### src/rtl/mips_muldiv.sv
// Iterative 34-cycle multiply/divide unit holding the architectural HI/LO registers.
// Radix-2 shift-add multiply and restoring divide on magnitudes, with sign fixup at the end.
module mips_muldiv #(
    parameter int ITER = 32
) (
    input  logic        clk,
    input  logic        rst,
    input  logic        md_start,
    input  logic [1:0]  md_op,
    input  logic [31:0] md_in1,
    input  logic [31:0] md_in2,
    input  logic        md_flush,
    input  logic        md_wr_hi,
    input  logic        md_wr_lo,
    input  logic [31:0] md_wdata,
    output logic [31:0] md_hi,
    output logic [31:0] md_lo,
    output logic        md_busy,
    output logic        md_done
);

    typedef enum logic [1:0] {
        S_IDLE = 2'd0,
        S_PREP = 2'd1,
        S_ITER = 2'd2,
        S_FIX  = 2'd3
    } state_t;

    localparam logic [4:0] LAST_CNT = 5'(ITER - 1);

    state_t      state_r, state_s;
    logic [1:0]  op_r;
    logic [31:0] in1_r, in2_r, dsr_r;
    logic [63:0] acc_r;
    logic [4:0]  cnt_r;
    logic        neg_res_r, neg_rem_r;
    logic [31:0] hi_r, lo_r;
    logic        done_r;

    logic        signed_op_s;
    logic [31:0] abs_a_s, abs_b_s;
    logic [32:0] mul_sum_s, trial_s;
    logic [63:0] acc_iter_s, prod_s;
    logic [31:0] quo_s, rmd_s, fix_hi_s, fix_lo_s;

    // Magnitude of a value when it is treated as signed and negative.
    function automatic logic [31:0] mag32(input logic [31:0] v, input logic is_signed);
        if (is_signed && v[31]) begin
            return 32'd0 - v;
        end else begin
            return v;
        end
    endfunction

    // State register.
    always_ff @(posedge clk or posedge rst) begin
        if (rst) begin
            state_r <= S_IDLE;
        end else begin
            state_r <= state_s;
        end
    end

    // Next-state logic; a flush in any busy state drops straight back to IDLE.
    always_comb begin
        state_s = state_r;
        case (state_r)
            S_IDLE: begin
                if (md_start) begin
                    state_s = S_PREP;
                end else begin
                    state_s = S_IDLE;
                end
            end
            S_PREP: begin
                if (md_flush) begin
                    state_s = S_IDLE;
                end else begin
                    state_s = S_ITER;
                end
            end
            S_ITER: begin
                if (md_flush) begin
                    state_s = S_IDLE;
                end else if (cnt_r == LAST_CNT) begin
                    state_s = S_FIX;
                end else begin
                    state_s = S_ITER;
                end
            end
            S_FIX: begin
                state_s = S_IDLE;
            end
            default: begin
                state_s = S_IDLE;
            end
        endcase
    end

    // One iteration step: shift-add for multiply, 33-bit trial subtract for divide.
    always_comb begin
        signed_op_s = ~op_r[0];
        abs_a_s     = mag32(in1_r, signed_op_s);
        abs_b_s     = mag32(in2_r, signed_op_s);
        mul_sum_s   = {1'b0, acc_r[63:32]} + {1'b0, dsr_r};
        trial_s     = acc_r[63:31] - {1'b0, dsr_r};
        if (op_r[1]) begin
            if (!trial_s[32]) begin
                acc_iter_s = {trial_s[31:0], acc_r[30:0], 1'b1};
            end else begin
                acc_iter_s = {acc_r[62:0], 1'b0};
            end
        end else begin
            if (acc_r[0]) begin
                acc_iter_s = {mul_sum_s, acc_r[31:1]};
            end else begin
                acc_iter_s = {1'b0, acc_r[63:1]};
            end
        end
    end

    // Sign fixup and final HI/LO selection; divide-by-zero overrides the iterated result.
    always_comb begin
        prod_s = neg_res_r ? (64'd0 - acc_r) : acc_r;
        quo_s  = neg_res_r ? (32'd0 - acc_r[31:0]) : acc_r[31:0];
        rmd_s  = neg_rem_r ? (32'd0 - acc_r[63:32]) : acc_r[63:32];
        if (!op_r[1]) begin
            fix_hi_s = prod_s[63:32];
            fix_lo_s = prod_s[31:0];
        end else if (in2_r == 32'd0) begin
            fix_hi_s = in1_r;
            fix_lo_s = 32'hFFFF_FFFF;
        end else begin
            fix_hi_s = rmd_s;
            fix_lo_s = quo_s;
        end
    end

    // Datapath and HI/LO registers; MTHI/MTLO only land in IDLE when no start is taken.
    always_ff @(posedge clk or posedge rst) begin
        if (rst) begin
            op_r      <= 2'd0;
            in1_r     <= 32'd0;
            in2_r     <= 32'd0;
            dsr_r     <= 32'd0;
            acc_r     <= 64'd0;
            cnt_r     <= 5'd0;
            neg_res_r <= 1'b0;
            neg_rem_r <= 1'b0;
            hi_r      <= 32'd0;
            lo_r      <= 32'd0;
            done_r    <= 1'b0;
        end else begin
            done_r <= (state_r == S_FIX) && !md_flush;
            case (state_r)
                S_IDLE: begin
                    if (md_start) begin
                        op_r  <= md_op;
                        in1_r <= md_in1;
                        in2_r <= md_in2;
                    end else begin
                        if (md_wr_hi) begin
                            hi_r <= md_wdata;
                        end
                        if (md_wr_lo) begin
                            lo_r <= md_wdata;
                        end
                    end
                end
                S_PREP: begin
                    // Multiply keeps the multiplier in the low half; divide keeps the dividend there.
                    acc_r     <= {32'd0, (op_r[1] ? abs_a_s : abs_b_s)};
                    dsr_r     <= op_r[1] ? abs_b_s : abs_a_s;
                    neg_res_r <= signed_op_s & (in1_r[31] ^ in2_r[31]);
                    neg_rem_r <= signed_op_s & in1_r[31];
                    cnt_r     <= 5'd0;
                end
                S_ITER: begin
                    acc_r <= acc_iter_s;
                    cnt_r <= cnt_r + 5'd1;
                end
                S_FIX: begin
                    if (!md_flush) begin
                        hi_r <= fix_hi_s;
                        lo_r <= fix_lo_s;
                    end
                end
                default: begin
                    cnt_r <= 5'd0;
                end
            endcase
        end
    end

    assign md_busy = (state_r != S_IDLE);
    assign md_hi   = hi_r;
    assign md_lo   = lo_r;
    assign md_done = done_r;

endmodule
### config.mk
export PLATFORM = sky130hd
export DESIGN_NAME = mips_muldiv
export DESIGN_NICKNAME = d
export VERILOG_FILES = /design/src/rtl/mips_muldiv.sv
export SDC_FILE = /design/constraint.sdc
export NUM_CORES = 1
export LEC_CHECK = 0
export ABC_AREA = 1
export BUFFER_PORTS_ARGS = -buffer_cell sky130_fd_sc_hd__buf_2
export CORE_ASPECT_RATIO = 1.25
export CORE_MARGIN = 3
export CORE_UTILIZATION = 45
export DETAILED_ROUTE_END_ITERATION = 8
export GPL_ROUTABILITY_DRIVEN = 0
export GPL_TIMING_DRIVEN = 0
export PLACE_DENSITY = 0.65
export SYNTH_ARGS = -nofsm -noshare
export SYNTH_HDL_FRONTEND = slang
export SYNTH_SLANG_ARGS = --single-unit
### constraint.sdc
create_clock -name clk -period 18.4 [get_ports clk]
set_clock_uncertainty 0.2 [all_clocks]
set_input_delay 1.84 -clock clk [delete_from_list [all_inputs] [get_ports clk]]
set_output_delay 1.84 -clock clk [all_outputs]
set_load 0.05 [all_outputs]
# Yosys cells after proc, flatten, opt, wreduce, memory -nomap -nowiden
# Index checks and enable logic that the tools add are counted.
# totals
ff_bits	236
input_bits	104
out_inout_bits	66
elab_cells	73
# op_classes
n_addsub	8
eq_ne	8
muxes	29
n_bitwise	4
reduce_logical	12
# ops
op	count
32-bit two-way mux	16
64-bit two-way mux	4
32-bit one-hot mux with 2 select lines	2
64-bit one-hot mux with 2 select lines	1
1-bit by 32-bit subtractor with 32-bit output (first input constant)	4
1-bit by 64-bit subtractor with 64-bit output (first input constant)	1
32-bit by 32-bit adder with 33-bit output	1
33-bit by 32-bit subtractor with 33-bit output	1
32-bit zero test	1
5-bit one-hot mux with 2 select lines	1
2-bit != test (second input constant)	4
2-bit one-hot mux with 4 select lines	1
4-bit AND reduction	2
2-bit nonzero test	3
5-bit by 1-bit adder with 5-bit output (second input constant)	1
5-bit == test (second input constant)	1
2-bit == test (second input constant)	2
2-bit two-way mux	2
1-bit logical AND	3
1-bit AND	2
2-bit by 1-bit == test with 1-bit output (second input constant)	1
2-bit zero test	1
1-bit two-way mux	2
2-bit AND reduction	1
other kinds (3)	3

# Logic depth before layout (Yosys ltp)
# Gate-level depths: netlist of the first run.
# logic_depth
word_depth	6
mapped_depth	19
ltp_nobuf	19

# Worst setup path after synthesis of the first run
# OpenSTA, ideal clock, no wires.
# synth_timing
path_kind	input -> register
from	input md_start
to	register lo_r[13] (netlist: md_lo[13])
t_arrival_ps	2965
t_required_ps	18123
slack_ps	15158
path_stages	8
n_path_buf	1
cell_sequence	nand2_1 > o21ai_0 > inv_1 > nand2_1 > inv_2 > clkbuf_1 > nor2_1 > a21oi_1
# synth_between
elab_chain_len	2
# synth_lines
item	line_no	source
from (decl)	8	input logic md_start,
2-bit != test (no line)	n/a	
4-bit AND reduction (no line)	n/a	
to (signal assigned)	166	lo_r <= md_wdata;
to (signal assigned)	185	lo_r <= fix_lo_s;
to (decl)	37	logic [31:0] hi_r, lo_r;
# Every way passes these cells.
# A chain may end at the register's enable or synchronous reset.

# Final worst setup path of the first run
# layout_timing
from	register state_r[0]
to	output md_busy
# layout_between
elab_chain_len	1
# layout_lines
item	line_no	source
from (decl)	31	state_t state_r, state_s;
from (signal assigned)	60	state_r <= state_s;
2-bit nonzero test	195	assign md_busy = (state_r != S_IDLE);
to (decl)	18	output logic md_busy,
# Every way passes these cells.

==> results.ini, run 1 <==
[yosys]
synthAdderAreaFrac = 0.0452
syn-mean-instance-area_sq_um = 6.10
async_flop_share = 1.00
yosysTopAreaCellShare = 0.277
synth_top_family_by_area = simple AND/OR/NAND/NOR gates
ys.flop_type = dfrtp_1
synth_top_area_cell = dfrtp_1
synthXorXnorAreaFrac = 0.0431
synth-edff-count = 0
synth.distinct_cells = 46
yosys-top-cells-count = 1,030 x nand2_1, 436 x nor2_1, 379 x inv_1, 354 x nand3_1, 309 x a21oi_1
seq_area_frac_synth = 0.277
yosysWarningCount = 0
ys_top_cells_by_area = dfrtp_1 28%, nand2_1 18%, nand3_1 8.3%
syn-num-nets = 3681
synth-compound-area-share = 0.138
yosys_register_bits = 236
postSynthCellCount = 3501
yosys.area_share.simple = 0.390
synth_most_common_cell = nand2_1
muxShareOfSynthArea = 0.00369
syn_area_sq_um = 21300

[setup_path]
end_kind = output port
timing.rr.end = acc_r[54]
r2r_cells = 17
crit_path_start_kind = flop
r2r-start = acc_r[31]
crit_fanout = 4
worstSetupPathType = flop to output port
cp.arrival_ns = 1.69
cp.required_ns = 16.36
r2r_setup_slack_ns = 14.81

[power_and_ir_drop]
p_leak_uw = 0.0122
max-vdd-ir-drop_uv = 77.7
power_density_nw_per_um2 = 112
p_seq_frac = 0.284
intPower_uw = 1330
switching_share = 0.502
power_frac_clock = 0.215
netSwitchingPower_uw = 1340
comb_power_share = 0.501

[cts]
clockRootBuffer = clkbuf_16
post_cts_buffers = 0
cts_sinks = 236
insertion_delay_ns = 0.58
ctsResizeCount = 0
hold_buffers = 0
cts.clk_slew.worst_paths_ns = 0.06
cts_made_buffers = 27
htree_num_levels = 1
cts_tree = done
cts_buffer_depth = 3

[die]
fp-row-count = 88
die_h_microns = 250
coreArea_sq_um = 46600
die_w_microns = 201
initial_core_util = 0.458
boundaryPins = 170
die_area_sq_um = 50100

[routing]
vias_per_cell = 5.65
wirelength_microns = 92600
drc_errors = 0
drtIter0Drc = 3204
wl_per_cell_microns = 21.3
firstDrtPassIters = 9
drt.antenna.violating_nets = 0
vias = 24600

[placed_design]
dp_hpwl_microns = 74600
port-buffer-count = 169
dp.cells = 4302

[worst_hold_path]
min_path_cells = 2
min_to = md_lo[4]
hp-class = flop to flop
hold_start = md_lo[4]

[global_routing]
grt_pass1_vias = 23000
grtUsageTotal = 0.358
grt_antenna_before_repair = 3
grt_pass1_wl_microns = 138000
overflow = 0
grt_max_degree = 93

[timing]
fin_crit_sh = 0.203
hold_viol = 0
max_freq_ghz = 0.268
setup_viol = 0
slew_viol_final = 0
worstMarginPinSlew_ns = 0.988
fin_tns_setup_ns = 0
period_needed_ns = 3.73
relSlewSlack = 0.342
rsz0062_at_grt = false

[finish]
fillCellCount = 4986
nets = 3881
finalNonFillerCells = 4353
drive_gt1_frac = 0.0924
area_growth_pct = 12.3

[run_status]
run_status = complete, no violations

[run]
drv_cap = 0

[logic make-up after synthesis]
kind of cell,Yosys count
adders and majority gates,76
muxes,7
DFF,236
AOI/OAI and AO/OA,554
buffers and inverters,550
and+or+nand+nor,1973
xor gates and xnor gates,105
[power by group through the flow]
stage | clock network [uW] | registers [uW] | logic, uW
after floorplan | 0 | 843 | 764
after global placement | 0 | 762 | 1280
after detailed placement | 0 | 763 | 1280
after CTS | 577 | 754 | 1290
after global routing | 595 | 770 | 1440
final | 574 | 760 | 1340
[state kept, by name (all words and copies together) (netlist names), 2 cells and up]
register,flops
acc_r,64
dsr_r,32
in1_r,32
in2_r,32
md_hi,32
md_lo,32
cnt_r,5
op_r,2
state_r,2
[critical path: stages, from the launching register on]
cell and delay [ns]:
dfrtp_1 0.38, inv_1 0.07, ha_1 0.27, inv_1 0.11, buf_2 0.27
[metrics by stage]
stage | worst slack, ns | hold WS, ns | utilization | area, sq um | total power, uW
global placement | 6.81 | 0.271 | 0.493 | 23000 | 2040
floorplan | 9.89 | 0.267 | - | 21300 | 1610
detailed placement | 14.11 | 0.274 | 0.495 | 23000 | 2050
CTS | 14.65 | 0.290 | 0.515 | 24000 | 2620
finish | 14.67 | 0.286 | 0.515 | 24000 | 2670
global route | 14.49 | 0.319 | 0.515 | 24000 | 2810
[worst max-delay path by stage]
stage                     from         to  slack [ns]  depth (start not counted)
floorplan                  rst   acc_r[0]        9.89                          1
global placement           rst  in2_r[17]        6.81                          2
detailed placement    md_start  md_lo[22]       14.11                          9
CTS                 state_r[0]    md_busy       14.65                          4
global route          md_start  md_lo[22]       14.49                          9
finish              state_r[0]    md_busy       14.67                          4
[final cells by class]
| type | count | area [sq um] | area share |
|---|---|---|---|
| Inverter | 395 | 1490 | 0.0622 |
| Buffer | 155 | 718 | 0.0300 |
| Clock buffer | 36 | 759 | 0.0317 |
| Antenna cell | 1 | 2.50 | 0.000104 |
| Timing Repair Buffer | 171 | 901 | 0.0376 |
| Clock inverter | 14 | 159 | 0.00663 |
| Multi-Input combinational cell | 2715 | 13200 | 0.552 |
| Sequential cell | 236 | 5910 | 0.246 |
| Tap cell | 630 | 788 | 0.0329 |
[per-layer routing]
layer,GRT usage,vias to the layer above,wire length [microns]
met5,0,-,12
met4,0.263,2,8340
met1,0.446,11100,34600
met3,0.0735,399,9900
met2,0.550,1419,39700
li1,-,11700,-
[placed cells by master, fill, tap and decap left out, types with 8 or more instances in the layout]
cell,instances
nor3_1,19
a22oi_1,9
clkinv_2,8
nand3_1,354
ha_1,74
nor2_2,23
nand4_1,30
o21bai_1,14
o21ai_1,14
clkbuf_16,27
buf_6,10
inv_1,378
xor2_1,83
inv_2,14
nor2_1,436
o22ai_1,11
nand2_2,16
clkbuf_1,96
xnor2_1,22
dfrtp_1,236
nand3b_1,26
nand2_1,1030
a31oi_1,9
and2_1,8
o21ai_0,154
buf_2,190
o211ai_1,24
nand3_2,8
buf_1,26
a21oi_1,309
(Power assumes the default switching activity.)
==> run 2: changes to the inputs <==
--- a/config.mk
+++ b/config.mk
@@ -13,7 +13,7 @@
 export DETAILED_ROUTE_END_ITERATION = 8
 export GPL_ROUTABILITY_DRIVEN = 0
 export GPL_TIMING_DRIVEN = 0
-export PLACE_DENSITY = 0.65
+export PLACE_DENSITY = 0.67
 export SYNTH_ARGS = -nofsm -noshare
 export SYNTH_HDL_FRONTEND = slang
 export SYNTH_SLANG_ARGS = --single-unit
==> constraint.sdc (replaced) <==
create_clock -name clk -period 3 [get_ports clk]
set_clock_uncertainty 0.2 [all_clocks]
set_input_delay 0.3 -clock clk [delete_from_list [all_inputs] [get_ports clk]]
set_output_delay 0.3 -clock clk [all_outputs]
set_load 0.05 [all_outputs]
==> results.ini, run 2 (synthesized netlist as in run 1, its figures left out) <==
[worst_hold_path]
hp-class = primary input to flop

[global_routing]
grt_max_degree = 44
overflow = 0
grt_antenna_before_repair = 3
grt_pass1_wl_microns = 141000
grtUsageTotal = 0.363
grt_pass1_vias = 23900

[routing]
drtIter0Drc = 3377
vias = 25600
firstDrtPassIters = 6
wl_per_cell_microns = 21.2
drc_errors = 0
wirelength_microns = 94900
drt.antenna.violating_nets = 0
vias_per_cell = 5.74

[setup_path]
cp.arrival_ns = 3.25
critPathTopFamily = buffers and inverters
cp_common_cell = nand3_1
crit_chain = clkbuf_1, inv_2, clkbuf_2, buf_1, nand3_1, nand3_1, o21ai_0
path_buf_inv = 4
slowest_stage = buf_1
cp.required_ns = 3.25
crit_fanout = 10
crit_path_start_kind = flop
end_kind = flop
worstSetupPathType = flop to flop
critPathMaxStageDelay_ns = 0.57

[timing]
rsz0062_at_grt = false
fin_crit_sh = 1.00
hold_viol = 0
final.setup.worst_slack_ns = -0.00583
slew_viol_final = 0
setup_viol = 1
worstMarginPinSlew_ns = 0.953
max_freq_ghz = 0.333
relSlewSlack = 0.365
whs_ns = 0.138
fin_tns_setup_ns = -0.00583
period_needed_ns = 3.01

[cts]
cts_made_buffers = 27
cts.clk_slew.worst_paths_ns = 0.07
htree_num_levels = 1
cts_sinks = 236
cts_tree = done
insertion_delay_ns = 0.59
clockRootBuffer = clkbuf_16
cts_buffer_depth = 3

[power_and_ir_drop]
p_seq_frac = 0.281
intPower_uw = 8250
p_leak_uw = 0.0128
comb_power_share = 0.508
power_frac_clock = 0.211
power_density_nw_per_um2 = 656
switching_share = 0.504
netSwitchingPower_uw = 8380
max-vdd-ir-drop_uv = 709

[die]
die_h_microns = 250
die_w_microns = 201
boundaryPins = 170
coreArea_sq_um = 46600
fp-row-count = 88
initial_core_util = 0.458
die_area_sq_um = 50100

[finish]
area_growth_pct = 18.7
drive_gt1_frac = 0.105
mostFrequentLayoutCell = nand2_1
final_cell_mix = 1,027 x nand2_1, 436 x nor2_1, 373 x inv_1
largest_reg_flops = 64
nets = 3994
fin_util = 0.544
regMostFlops = acc_r
fillCellCount = 4904

[run_status]
violations = negative setup slack
run_status = finished with violations

[run]
drv_cap = 0

[placed_design]
port-buffer-count = 169
dp_hpwl_microns = 74500

[run 2: cell types whose count changed in the layout (fill, tap and decap cells not counted), sizes merged]
cell         change
clkinv           -2
buf              +9
clkinvlp         +8
dlygate4sd3    +100
inv              -2
[run 2: metrics by stage]
stage / instance area [sq um] / setup slack, ns / total power (uW) / instances
6_report: 25300 / -0.00583 / 16600 / 4466
5_1_grt: 25300 / 0.00321 / 17400 / 4465
3_3_place_gp: 23000 / -2.17 / 12500 / 4300
3_5_place_dp: 23100 / -0.418 / 12600 / 4306
2_1_floorplan: 21400 / -0.592 / 9860 / 3501
4_1_cts: 25100 / 0.00500 / 16200 / 4458
[run 2: per-layer routing]
| metal | vias to the layer above | GRT usage | share of wire |
|---|---|---|---|
| met3 | 423 | 0.0818 | 0.11 |
| met2 | 1606 | 0.571 | 0.43 |
| met4 | 2 | 0.268 | 0.093 |
| met5 | - | 0 | 0.00019 |
| met1 | 11700 | 0.437 | 0.37 |
| li1 | 11900 | - | - |
[run 2: tightest hold or removal path, stage by stage]
cell and delay, ns:
buf_2 0.08, nand2_1 0.04, nand2_1 0.06, nand2_1 0.16, a21oi_1 0.17, a21oi_1 0.08
[run 2: worst paths after layout]
| check | startpoint | end | slack [ns] | cells past startpoint |
|---|---|---|---|---|
| max in group asynchronous | rst | in2_r[18] | 1.21 | 6 |
| setup / recovery | op_r[1] | dsr_r[19] | -0.006 | 7 |
| hold / removal | md_wr_hi | md_hi[30] | 0.14 | 6 |
| setup reg to reg | op_r[1] | dsr_r[19] | -0.006 | 7 |
| min in group asynchronous | rst | md_lo[22] | 0.20 | 3 |
| hold reg to reg | md_lo[3] | md_lo[3] | 0.29 | 2 |
[run 2: power groups by stage]
stage | combinational [uW] | sequential, uW | clock (uW)
detailed placement | 7880 | 4690 | 0
finish | 8450 | 4670 | 3510
floorplan | 4690 | 5170 | 0
global placement | 7800 | 4670 | 0
global route | 9060 | 4730 | 3650
CTS | 8050 | 4630 | 3520
[run 2: cell type report]
class	instances	area, sq um	share of cell area
plain buffers	154	748	0.0295
repair buffers	285	2100	0.0827
diodes	1	2.50	0.0000987
well taps	630	788	0.0311
clock inverters	18	199	0.00785
inverters	395	1500	0.0590
multi-input cells	2715	13400	0.528
clock buffers	32	714	0.0282
flip-flops and latches	236	5920	0.234
[run 2: timing repair]
| action | 4_1_cts | 5_1_grt |
|---|---|---|
| hold buffers | 100 | 0 |
| pin swaps | 1 | 3 |
| buffers inserted | 3 | 5 |
| endpoints found under the hold margin | 165 | 0 |
| gates resized for setup | 19 | 39 |
| gates cloned | 0 | 2 |
| endpoints found under the setup margin | 62 | 60 |
